$ cat src/rtl/ff_exerciser_if.sv
// Pin bundle between the flip-flop exerciser (master) and the D flip-flop under test (slave).
interface ff_exerciser_if;
  logic dut_d;
  logic dut_s_n;
  logic dut_r_n;
  logic dut_q;
  logic dut_qb;

  modport master (
    output dut_d, dut_s_n, dut_r_n,
    input  dut_q, dut_qb
  );

  modport slave (
    input  dut_d, dut_s_n, dut_r_n,
    output dut_q, dut_qb
  );
endinterface

$ cat src/rtl/ff_exerciser.sv
// Stimulus/response engine for a falling-edge D flip-flop with async set/reset.
// Optional macro FF_EXER_FIRST_ERR_EN adds first-failure capture outputs.
module ff_exerciser #(
  parameter int unsigned NUM_VECTORS = 16,
  parameter logic [7:0]  SEED        = 8'hA5,
  parameter int unsigned ERR_W       = 8,
  localparam int unsigned VEC_W      = $clog2(NUM_VECTORS + 1)
) (
  input  logic              clk,
  input  logic              R,
  input  logic              start,
  ff_exerciser_if.master    ff,
  output logic              busy,
  output logic              done,
  output logic              pass,
  output logic [ERR_W-1:0]  err_count,
  output logic [VEC_W-1:0]  vec_count
`ifdef FF_EXER_FIRST_ERR_EN
  ,
  output logic              first_err_valid,
  output logic [1:0]        first_err_phase,
  output logic [VEC_W-1:0]  first_err_idx
`endif
);

  localparam logic [7:0]       SeedEff = (SEED == 8'h00) ? 8'h01 : SEED;
  localparam logic [VEC_W-1:0] LastVec = VEC_W'(NUM_VECTORS - 1);

  typedef enum logic [2:0] {StIdle, StSet, StReset, StData, StDone} state_e;

  state_e           state_q;
  logic [7:0]       lfsr_q;
  logic [7:0]       lfsr_d;
  logic             chk_active;
  logic             chk_fail;
  logic [ERR_W-1:0] err_d;
  logic             run_start;

  // In every checked phase the expected Q equals the D driven that cycle.
  always_comb begin
    chk_active = (state_q == StSet) || (state_q == StReset) || (state_q == StData);
    chk_fail   = chk_active && ((ff.dut_q != ff.dut_d) || (ff.dut_qb == ff.dut_d));
    err_d      = err_count;
    if (chk_fail && (err_count != {ERR_W{1'b1}})) begin
      err_d = err_count + 1'b1;
    end
    lfsr_d    = {lfsr_q[6:0], lfsr_q[7] ^ lfsr_q[5] ^ lfsr_q[4] ^ lfsr_q[3]};
    run_start = ((state_q == StIdle) || (state_q == StDone)) && start;
  end

  always_ff @(posedge clk) begin
    if (!R) begin
      state_q    <= StIdle;
      ff.dut_d   <= 1'b0;
      ff.dut_s_n <= 1'b1;
      ff.dut_r_n <= 1'b1;
      busy       <= 1'b0;
      done       <= 1'b0;
      pass       <= 1'b0;
      err_count  <= '0;
      vec_count  <= '0;
      lfsr_q     <= SeedEff;
    end else begin
      unique case (state_q)
        StIdle, StDone: begin
          if (start) begin
            state_q    <= StSet;
            ff.dut_d   <= 1'b1;
            ff.dut_s_n <= 1'b0;
            ff.dut_r_n <= 1'b1;
            busy       <= 1'b1;
            done       <= 1'b0;
            pass       <= 1'b0;
            err_count  <= '0;
            vec_count  <= '0;
            lfsr_q     <= SeedEff;
          end
        end
        StSet: begin
          err_count  <= err_d;
          state_q    <= StReset;
          ff.dut_d   <= 1'b0;
          ff.dut_s_n <= 1'b1;
          ff.dut_r_n <= 1'b0;
        end
        StReset: begin
          err_count  <= err_d;
          state_q    <= StData;
          ff.dut_d   <= lfsr_q[0];
          ff.dut_r_n <= 1'b1;
        end
        StData: begin
          err_count <= err_d;
          lfsr_q    <= lfsr_d;
          vec_count <= vec_count + 1'b1;
          if (vec_count == LastVec) begin
            state_q  <= StDone;
            ff.dut_d <= 1'b0;
            busy     <= 1'b0;
            done     <= 1'b1;
            pass     <= (err_d == '0);
          end else begin
            ff.dut_d <= lfsr_d[0];
          end
        end
        default: state_q <= StIdle;
      endcase
    end
  end

`ifdef FF_EXER_FIRST_ERR_EN
  always_ff @(posedge clk) begin
    if (!R || run_start) begin
      first_err_valid <= 1'b0;
      first_err_phase <= 2'd0;
      first_err_idx   <= '0;
    end else if (chk_fail && !first_err_valid) begin
      first_err_valid <= 1'b1;
      first_err_idx   <= vec_count;
      unique case (state_q)
        StSet:   first_err_phase <= 2'd0;
        StReset: first_err_phase <= 2'd1;
        default: first_err_phase <= 2'd2;
      endcase
    end
  end
`else
  logic unused_run_start;
  assign unused_run_start = run_start;
`endif

endmodule

$ cat src/flat_wrapper.sv
// flat-port wrapper written by rule: the top's interface ports become plain ports
module ff_exerciser_flat 
#(
  parameter int unsigned NUM_VECTORS = 16,
  parameter logic [7:0]  SEED        = 8'hA5,
  parameter int unsigned ERR_W       = 8,
  localparam int unsigned VEC_W      = $clog2(NUM_VECTORS + 1)
)
  (clk, R, start, busy, done, pass, err_count, vec_count, ff_dut_d, ff_dut_s_n, ff_dut_r_n, ff_dut_q, ff_dut_qb);
  ff_exerciser_if ff_i ();
  input  logic clk;
  input  logic R;
  input  logic start;
  output logic busy;
  output logic done;
  output logic pass;
  output logic [ERR_W-1:0] err_count;
  output logic [VEC_W-1:0] vec_count;
  output wire logic [$bits(ff_i.dut_d)-1:0] ff_dut_d;
  output wire logic [$bits(ff_i.dut_s_n)-1:0] ff_dut_s_n;
  output wire logic [$bits(ff_i.dut_r_n)-1:0] ff_dut_r_n;
  input wire logic [$bits(ff_i.dut_q)-1:0] ff_dut_q;
  input wire logic [$bits(ff_i.dut_qb)-1:0] ff_dut_qb;
  assign ff_dut_d = ff_i.dut_d;
  assign ff_dut_s_n = ff_i.dut_s_n;
  assign ff_dut_r_n = ff_i.dut_r_n;
  assign ff_i.dut_q = ff_dut_q;
  assign ff_i.dut_qb = ff_dut_qb;
  ff_exerciser #(.NUM_VECTORS(NUM_VECTORS), .SEED(SEED), .ERR_W(ERR_W)) u_core (.clk(clk), .R(R), .start(start), .ff(ff_i), .busy(busy), .done(done), .pass(pass), .err_count(err_count), .vec_count(vec_count));
endmodule
$ cat config.mk
export PLATFORM = sky130hd
export DESIGN_NAME = ff_exerciser_flat
export DESIGN_NICKNAME = d
export VERILOG_FILES = /design/src/rtl/ff_exerciser_if.sv /design/src/rtl/ff_exerciser.sv /design/src/flat_wrapper.sv
export SDC_FILE = /design/constraint.sdc
export NUM_CORES = 1
export LEC_CHECK = 0
export BUFFER_PORTS_ARGS = -buffer_cell sky130_fd_sc_hd__buf_2
export CORE_AREA = 2 2 59 61
export CTS_CLUSTER_SIZE = 14
export DETAILED_ROUTE_END_ITERATION = 10
export DIE_AREA = 0 0 61 63
export GPL_TIMING_DRIVEN = 0
export PLACE_DENSITY = 0.78
export SETUP_SLACK_MARGIN = 0.02
export SLEW_MARGIN = 0
export SYNTH_ARGS = -nofsm -noshare
export SYNTH_HDL_FRONTEND = slang
export SYNTH_SLANG_ARGS = --single-unit
$ cat constraint.sdc
create_clock -name clk -period 1.8 [get_ports clk]
set_input_delay 0.27 -clock clk [delete_from_list [all_inputs] [get_ports clk]]
set_output_delay 0.27 -clock clk [all_outputs]
set_load 0.05 [all_outputs]
==> run summary, run 1 <==
Setup repair after global routing could not meet its margin everywhere. The hold buffer count at CTS is 0. The number of enable-type register cells in the synthesized netlist came out at 0. The power per cell area is 762 nW/um^2. After layout, the worst path uses 101% of the clock period. Final hold analysis gives a worst-case slack of 221 ps. The maximum clock insertion buffer count came out at 2. A synthesized cell averages 8.28 um^2. CTS placed an instance of clkbuf_4 at the clock tree root. The final reports fail on setup timing. The startpoint identified for the worst register-to-register timing path is u_core.vec_count[0]$_SDFFE_PN0P_. In the global route stage, overall resource usage came out at 21.7%. The run finished, with violations left. The most used flip-flop cell after synthesis is dfxtp_1. The total negative slack is -24.7 ps.

In this run the tightest slew margin relative to its limit is 66.9%. The timing-limited maximum frequency is 548 MHz. The clock latency on the worst-skew pair is 350 ps. The depth of the CTS H-tree came out at 2. The endpoint required time on the critical path came out at 2100 ps. In this run the worst hold path is classified as input pin to flop.

The synthesized netlist contains 48 unique library cells. The worst setup path is of the flop to flop kind. The worst setup path is launched from a flop. The synthesized design contains 30 register bits.

The post-synth net total is 196. The via count of the first global-routing pass is 1347. Compared with the post-synthesis result, the final layout area differs by 23.5%. The floorplan step defined a die boundary enclosing 3840 um^2. The leakage power is 0.000714 uW.

The number of standard cells in the final layout excluding fillers came out at 266. Of all cell types, the one taking the most synthesized area is dfxtp_1. The final global-route overflow total came out at 0. The pre-antenna-repair detailed-routing pass consisted of 4 iterations. The cell area after technology mapping is 1560 um^2. The start point of the worst min-delay path is R.

Yosys attributes the largest share of cell area to dfxtp_1, nor2_1, a21oi_1, nand2_1, o21ai_0. After synthesis, the largest area contributor takes up 38.6% of total cell area. The data arrival time at the worst-slack endpoint is 2130 ps. Clock-pin slew was measured on the worst setup and hold paths at 100 ps.

The largest net degree at the start of global routing is 11. The x dimension of the die is 61 um. The total core area is 3230 um^2. The total area of sequential cells came out at 627 um^2. The average wire per cell in the routed design is 13.8 um. The starting DRC count in detailed routing is 88. TritonCTS built the clock tree. In the layout the commonest cells are nor2_1, buf_2, a21oi_1, nand2_1, dfxtp_1.

Detailed placement ended at an HPWL of 2.40 mm. The minimum clock period after layout came out at 1820 ps. The number of placed I/O pins is 24.

The completed layout was analyzed and its total power is 1460 uW. The largest vdd supply drop is 0.510 mV. In the routed design, unresolved DRC markers number 0. The filler cells instantiated in the layout total 321. The slack of the critical path came out at -24.7 ps. The final wirelength came out at 3.66 mm. Summing all multi-input logic gate instances after layout gives 968 um^2. The clock sink count came out at 30. The final number of max-transition violations came out at 0.

The fraction of synthesis flops using an asynchronous set or reset pin came out at 0%. The number of violations of the max-capacitance limit is 0. The number of hold violations in the final report is 0. During synthesis, Yosys emitted a total of 0 warnings. The floorplan step set the die height to 63 um.

The final net count came out at 227. The placed instance count came out at 257. The slew at the pin closest to its max-slew limit came out at 497 ps. The post-synthesis cell count came out at 188. The setup slack on the worst flop-to-flop path is -20 ps. In this run the tool buffered the top-level ports with 23 buffer cells.

The number of buffers created by CTS is 5. The count of antenna-violating nets left after detailed routing is 0. The via count of the routed design is 1473. Of the cells placed in the final design, the portion with a size suffix greater than 1 is 32.3%. The number of antenna violations at the first check in global routing came out at 0. The worst clock skew on the final layout came out at 2.11 ps. Along the worst path, the maximum fanout reaches 4.

Setup violations remaining at the end of the flow were counted as 1. The startpoint of the worst setup timing path is u_core.vec_count[0]$_SDFFE_PN0P_. Using the TritonRoute via totals, the vias-per-cell ratio works out to 5.54. Sequential cells were found to cover 38.6% of the synthesized design area. The floorplan has 21 rows. The wire length of the first global-routing pass came out at 6.30 mm. The number of antenna diodes in the final layout is 0. Routability-driven placement finished with a final weighted congestion of 0.892. STA classifies the critical path endpoint as a flop.

The initial core utilization came out at 48.2%.
timing repair:
item,in CTS,in global routing
setup buffers,1,2
hold endpoints to repair,0,0
pin swaps,1,5
setup endpoints to repair,2,9
resized for setup,5,10
flip-flops by register name (all words and copies together), names as in the netlist:
signal	flops
u_core.pass	1
u_core.ff.dut_r_n	1
u_core.done	1
u_core.vec_count	5
u_core.busy	1
u_core.ff.dut_s_n	1
u_core.err_count	8
u_core.state_q	3
u_core.ff.dut_d	1
u_core.lfsr_q	8
layer usage:
metal	global-route usage, %	share of wire, %
met1	30.6	47
met2	30.1	43
met3	7.66	8.2
met4	8.15	2.4
met5	0	0
worst paths after layout:
kind,cells past startpoint,endpoint
hold / removal,3,u_core.busy$_SDFFE_PN0P_
setup / recovery,8,u_core.pass$_SDFFE_PN0P_
hold reg to reg,2,u_core.done$_SDFFE_PN0P_
setup reg to reg,8,u_core.pass$_SDFFE_PN0P_
cells in the mapped netlist, types with 2 or more instances:
| cell | count |
|---|---|
| o21ai_0 | 10 |
| dfxtp_1 | 30 |
| a211oi_1 | 5 |
| nand4_1 | 4 |
| a22oi_1 | 4 |
| buf_4 | 2 |
| o21a_1 | 2 |
| nor3_1 | 3 |
| a21oi_1 | 18 |
| nor2_1 | 25 |
| xor2_1 | 2 |
| inv_1 | 5 |
| ha_1 | 3 |
| clkbuf_1 | 6 |
| and3_1 | 2 |
| o21ai_1 | 2 |
| xnor2_1 | 3 |
| and2_1 | 2 |
| nor3_2 | 2 |
| or3_1 | 2 |
| nand3b_1 | 4 |
| nand3_1 | 6 |
| o22ai_1 | 4 |
| nand2_1 | 18 |
per-stage QoR:
stage	instance area, um^2	utilization [%]	setup slack, ps
3_3_place_gp	1770	54.8	-86.5
2_1_floorplan	1600	-	12.6
4_1_cts	1870	57.9	15.6
3_5_place_dp	1770	54.8	-121
5_1_grt	1920	59.5	-122
6_report	1920	59.5	-24.7
report_power, final:
group          switching, uW  internal [uW]
Clock                    253            181
Sequential              27.7            690
Combinational            209            103
Total                    489            975
logic make-up after synthesis:
logic type	synth area share, %
AO/OA/AOI/OAI	21.8
buffers and inverters	4.90
adder cells (fa/ha/maj)	2.41
multiplexers	1.37
flip-flops	38.6
AND/OR/NAND/NOR	28.1
XOR/XNOR	2.81
cell type report:
| type | instances | area share (%) |
|---|---|---|
| Buffer | 8 | 2.60 |
| Tap cell | 46 | 2.99 |
| Multi-Input combinational cell | 142 | 50.4 |
| Clock buffer | 6 | 2.67 |
| Clock inverter | 2 | 0.391 |
| Timing Repair Buffer | 26 | 7.16 |
| Sequential cell | 30 | 32.6 |
| Inverter | 6 | 1.17 |
critical path, cell delays in order (launching register included):
cell and delay [ps]:
dfxtp_4 380, ha_4 120, and3_4 190, ha_4 140, nand4b_1 180, a211oi_2 270
a21oi_2 90, a221oi_2 210, a31o_1 190
No activity file was read; power rests on OpenSTA's default activity.
==> run 2, diff against run 1 <==
CORE_AREA = 2 2 62 64   (was 2 2 59 61)
CTS_CLUSTER_DIAMETER = 60   (was not set)
DIE_AREA = 0 0 64 66   (was 0 0 61 63)
PLACE_DENSITY = 0.72   (was 0.78)
==> run 2 against run 1 <==
Net effect:
- the run now ends clean
- worst hold slack improved by 1.0 ps
- critical path depth did not move
- sequential power barely moved
- fmax rose by 6.5%
- non-clock buffer count rose by 14
- first-iteration DRC count rose by 22%
- design area rose by 5.7%
==> run summary, run 2 (synthesis results as in run 1) <==
The x dimension of the die is 64 um. Input and output buffers added on the ports amount to 23. Clock tree synthesis selected as its root buffer the cell clkbuf_4. The floorplan row count is 22.

The final weighted congestion of routability-driven global placement came out at 0.932. The power per cell area is 729 nW/um^2. The clock tree synthesis step divided the H-tree into 2 levels. The core utilization of the finished layout is 57.2%. The detailed router finished its first iteration with 107 violations.

Once detailed placement completed, the half-perimeter wirelength came to 2.52 mm. The antenna cell count came out at 0. Based on the critical path, the design can be clocked at up to 584 MHz. The endpoint required time on the critical path came out at 2080 ps. Of the total power, the share spent switching nets is 32.1%.

Of all nets on the critical path, the largest fanout is 3. For this run, the detailed router's first-pass iteration total came to 5. The worst clock skew on the final layout is 14.7 ps. The slowest stage of the critical path belongs to the cell dfxtp_4.

The via count of the first global-routing pass is 1376. The sequential power share is 48.3%. The maximum clock insertion buffer count is 2. The run finished with clean final reports.

Headroom to the max-slew limit came out at 65.6%. The DRC violations left came out at 0. The maximum single-stage delay on the critical path is 370 ps. Setup violations remaining at the end of the flow were counted as 0. The wire length of the first global-routing pass came out at 6.20 mm. The minimum clock period after layout is 1710 ps.

The leakage power came out at 0.000793 uW. The clock latency on the worst-skew pair came out at 320 ps. The final net count came out at 241. The number of antenna violations at the first check in global routing came out at 0.

The total core area is 3550 um^2. The via count of the routed design came out at 1478. The clock sink count came out at 30. The kind of launch point of the worst setup path is a flop. 24 I/O pins were placed.

The total negative slack came out at 0 ps. The share of total power in combinational logic came out at 23.3%. In the layout the commonest cells are nor2_1, buf_2, a21oi_1, dfxtp_1. The relative contribution of the clock network to total power is 28.4%. By startpoint and endpoint, the worst setup path is classified as flop to flop. The fraction of final layout cells with drive strength greater than 1 is 35.5%.

The multi-input combinational cell area is 975 um^2. The number of hold violations in the final report is 0. After clock tree synthesis, the clock-pin slew on the worst setup and hold paths is 100 ps. The die footprint is 4220 um^2. The average vias per placed instance is 5.24. The layout filler cell count is 340. Across the VDD grid, the largest voltage drop is 0.424 mV. The switching component of the power is 475 uW. The endpoint class of the critical path is a flop. The number of buffers created by CTS came out at 5. The number of violations of the max-capacitance limit is 0. The total track usage is 18.9%. In the final layout, the registers with the most flip-flops are u_core.err_count: 8 flops, u_core.lfsr_q: 8 flops, u_core.vec_count: 5 flops. The setup slack on the worst flop-to-flop path came out at 90 ps.

The cell internal power dissipation is 1010 uW. The data arrival time at the worst-slack endpoint came out at 1990 ps. The average wire per cell in the routed design came out at 13.2 um. The final number of max-transition violations came out at 0. The final global-route overflow total is 0. The initial utilization of the core area, before any placement, comes to 43.8%. The largest net degree at the start of global routing came out at 11. The period utilization is 95.2%. The critical path goes through ha_4 > and3_4 > ha_4 > nand4b_1 > a211oi_2 > a21oi_1 > a221oi_2 > a31o_1.

The vertical extent of the die came out at 66 um. The total area of sequential cells came out at 627 um^2. The slew at the pin closest to its max-slew limit is 516 ps. By instance count, the cell type seen most on the critical path is ha_4. TritonCTS built the clock tree. The count of antenna-violating nets left after detailed routing is 0. Setup repair after global routing could not meet its margin everywhere. The class of the tightest hold or removal check is input pin to flop. After detailed routing, the total wire length is 3.73 mm. The area growth from synthesis to layout is 30.5%.
run 2: cell types whose count changed in the layout (fill, tap and decap cells not counted), sizes merged:
cell	change
clkbuf	+2
buf	+13
clkinv	-1
run 2: per-layer routing:
metal,global-route usage (%),share of wire [%],vias up
li1,-,-,765
met1,23.4,49,670
met2,32.2,46,39
met3,3.75,4.3,4
met4,7.34,1.1,0
met5,0,0,-
run 2: power groups by stage:
stage	registers [uW]	logic (uW)	clock network, uW
floorplan	783	173	0
global placement	729	293	0
detailed placement	729	294	0
CTS	716	298	432
global route	719	374	460
finish	715	346	420
run 2: cell type report:
cell class / count / share of cell area [%]
multi-input combinational: 142 / 48.0
sequential: 30 / 30.9
timing repair buffer: 39 / 11.5
tap: 48 / 2.96
clock buffer: 7 / 2.71
buffer: 9 / 2.65
inverter: 6 / 1.11
clock inverter: 1 / 0.246
run 2: path summary, 6_finish.rpt:
check | from | end | depth (start not counted)
min reg2reg | u_core.done$_SDFFE_PN0P_ | u_core.done$_SDFFE_PN0P_ | 2
max reg2reg | u_core.vec_count[1]$_SDFFE_PN0P_ | u_core.pass$_SDFFE_PN0P_ | 8
min | R | u_core.busy$_SDFFE_PN0P_ | 3
max | u_core.vec_count[1]$_SDFFE_PN0P_ | u_core.pass$_SDFFE_PN0P_ | 8
run 2: stage by stage:
step | setup WS, ps | hold slack (ps) | power, uW | cell area, um^2 | instances
finish | 86.6 | 222 | 1480 | 2030 | 282
global placement | -91.8 | 444 | 1020 | 1770 | 259
global route | -5.53 | 209 | 1550 | 2030 | 282
floorplan | 12.6 | 414 | 955 | 1600 | 188
CTS | 28.5 | 240 | 1450 | 1920 | 273
detailed placement | -102 | 445 | 1020 | 1770 | 259
run 2: worst max-delay path, delay by kind of cell, from the launching register on:
| kind | cells | cell delay [ps] |
|---|---|---|
| adder cells (fa/ha/maj) | 2 | 270 |
| AO/OA/AOI/OAI | 4 | 670 |
| AND/OR/NAND/NOR | 2 | 370 |
| flip-flops | 1 | 370 |
run 2: repair_timing:
| item | CTS | global route |
|---|---|---|
| gates cloned | 0 | 1 |
| pin swaps | 5 | 3 |
| setup endpoints to repair | 2 | 8 |
| hold buffers | 0 | 0 |
| buffers inserted | 6 | 9 |
| gates resized for setup | 5 | 10 |
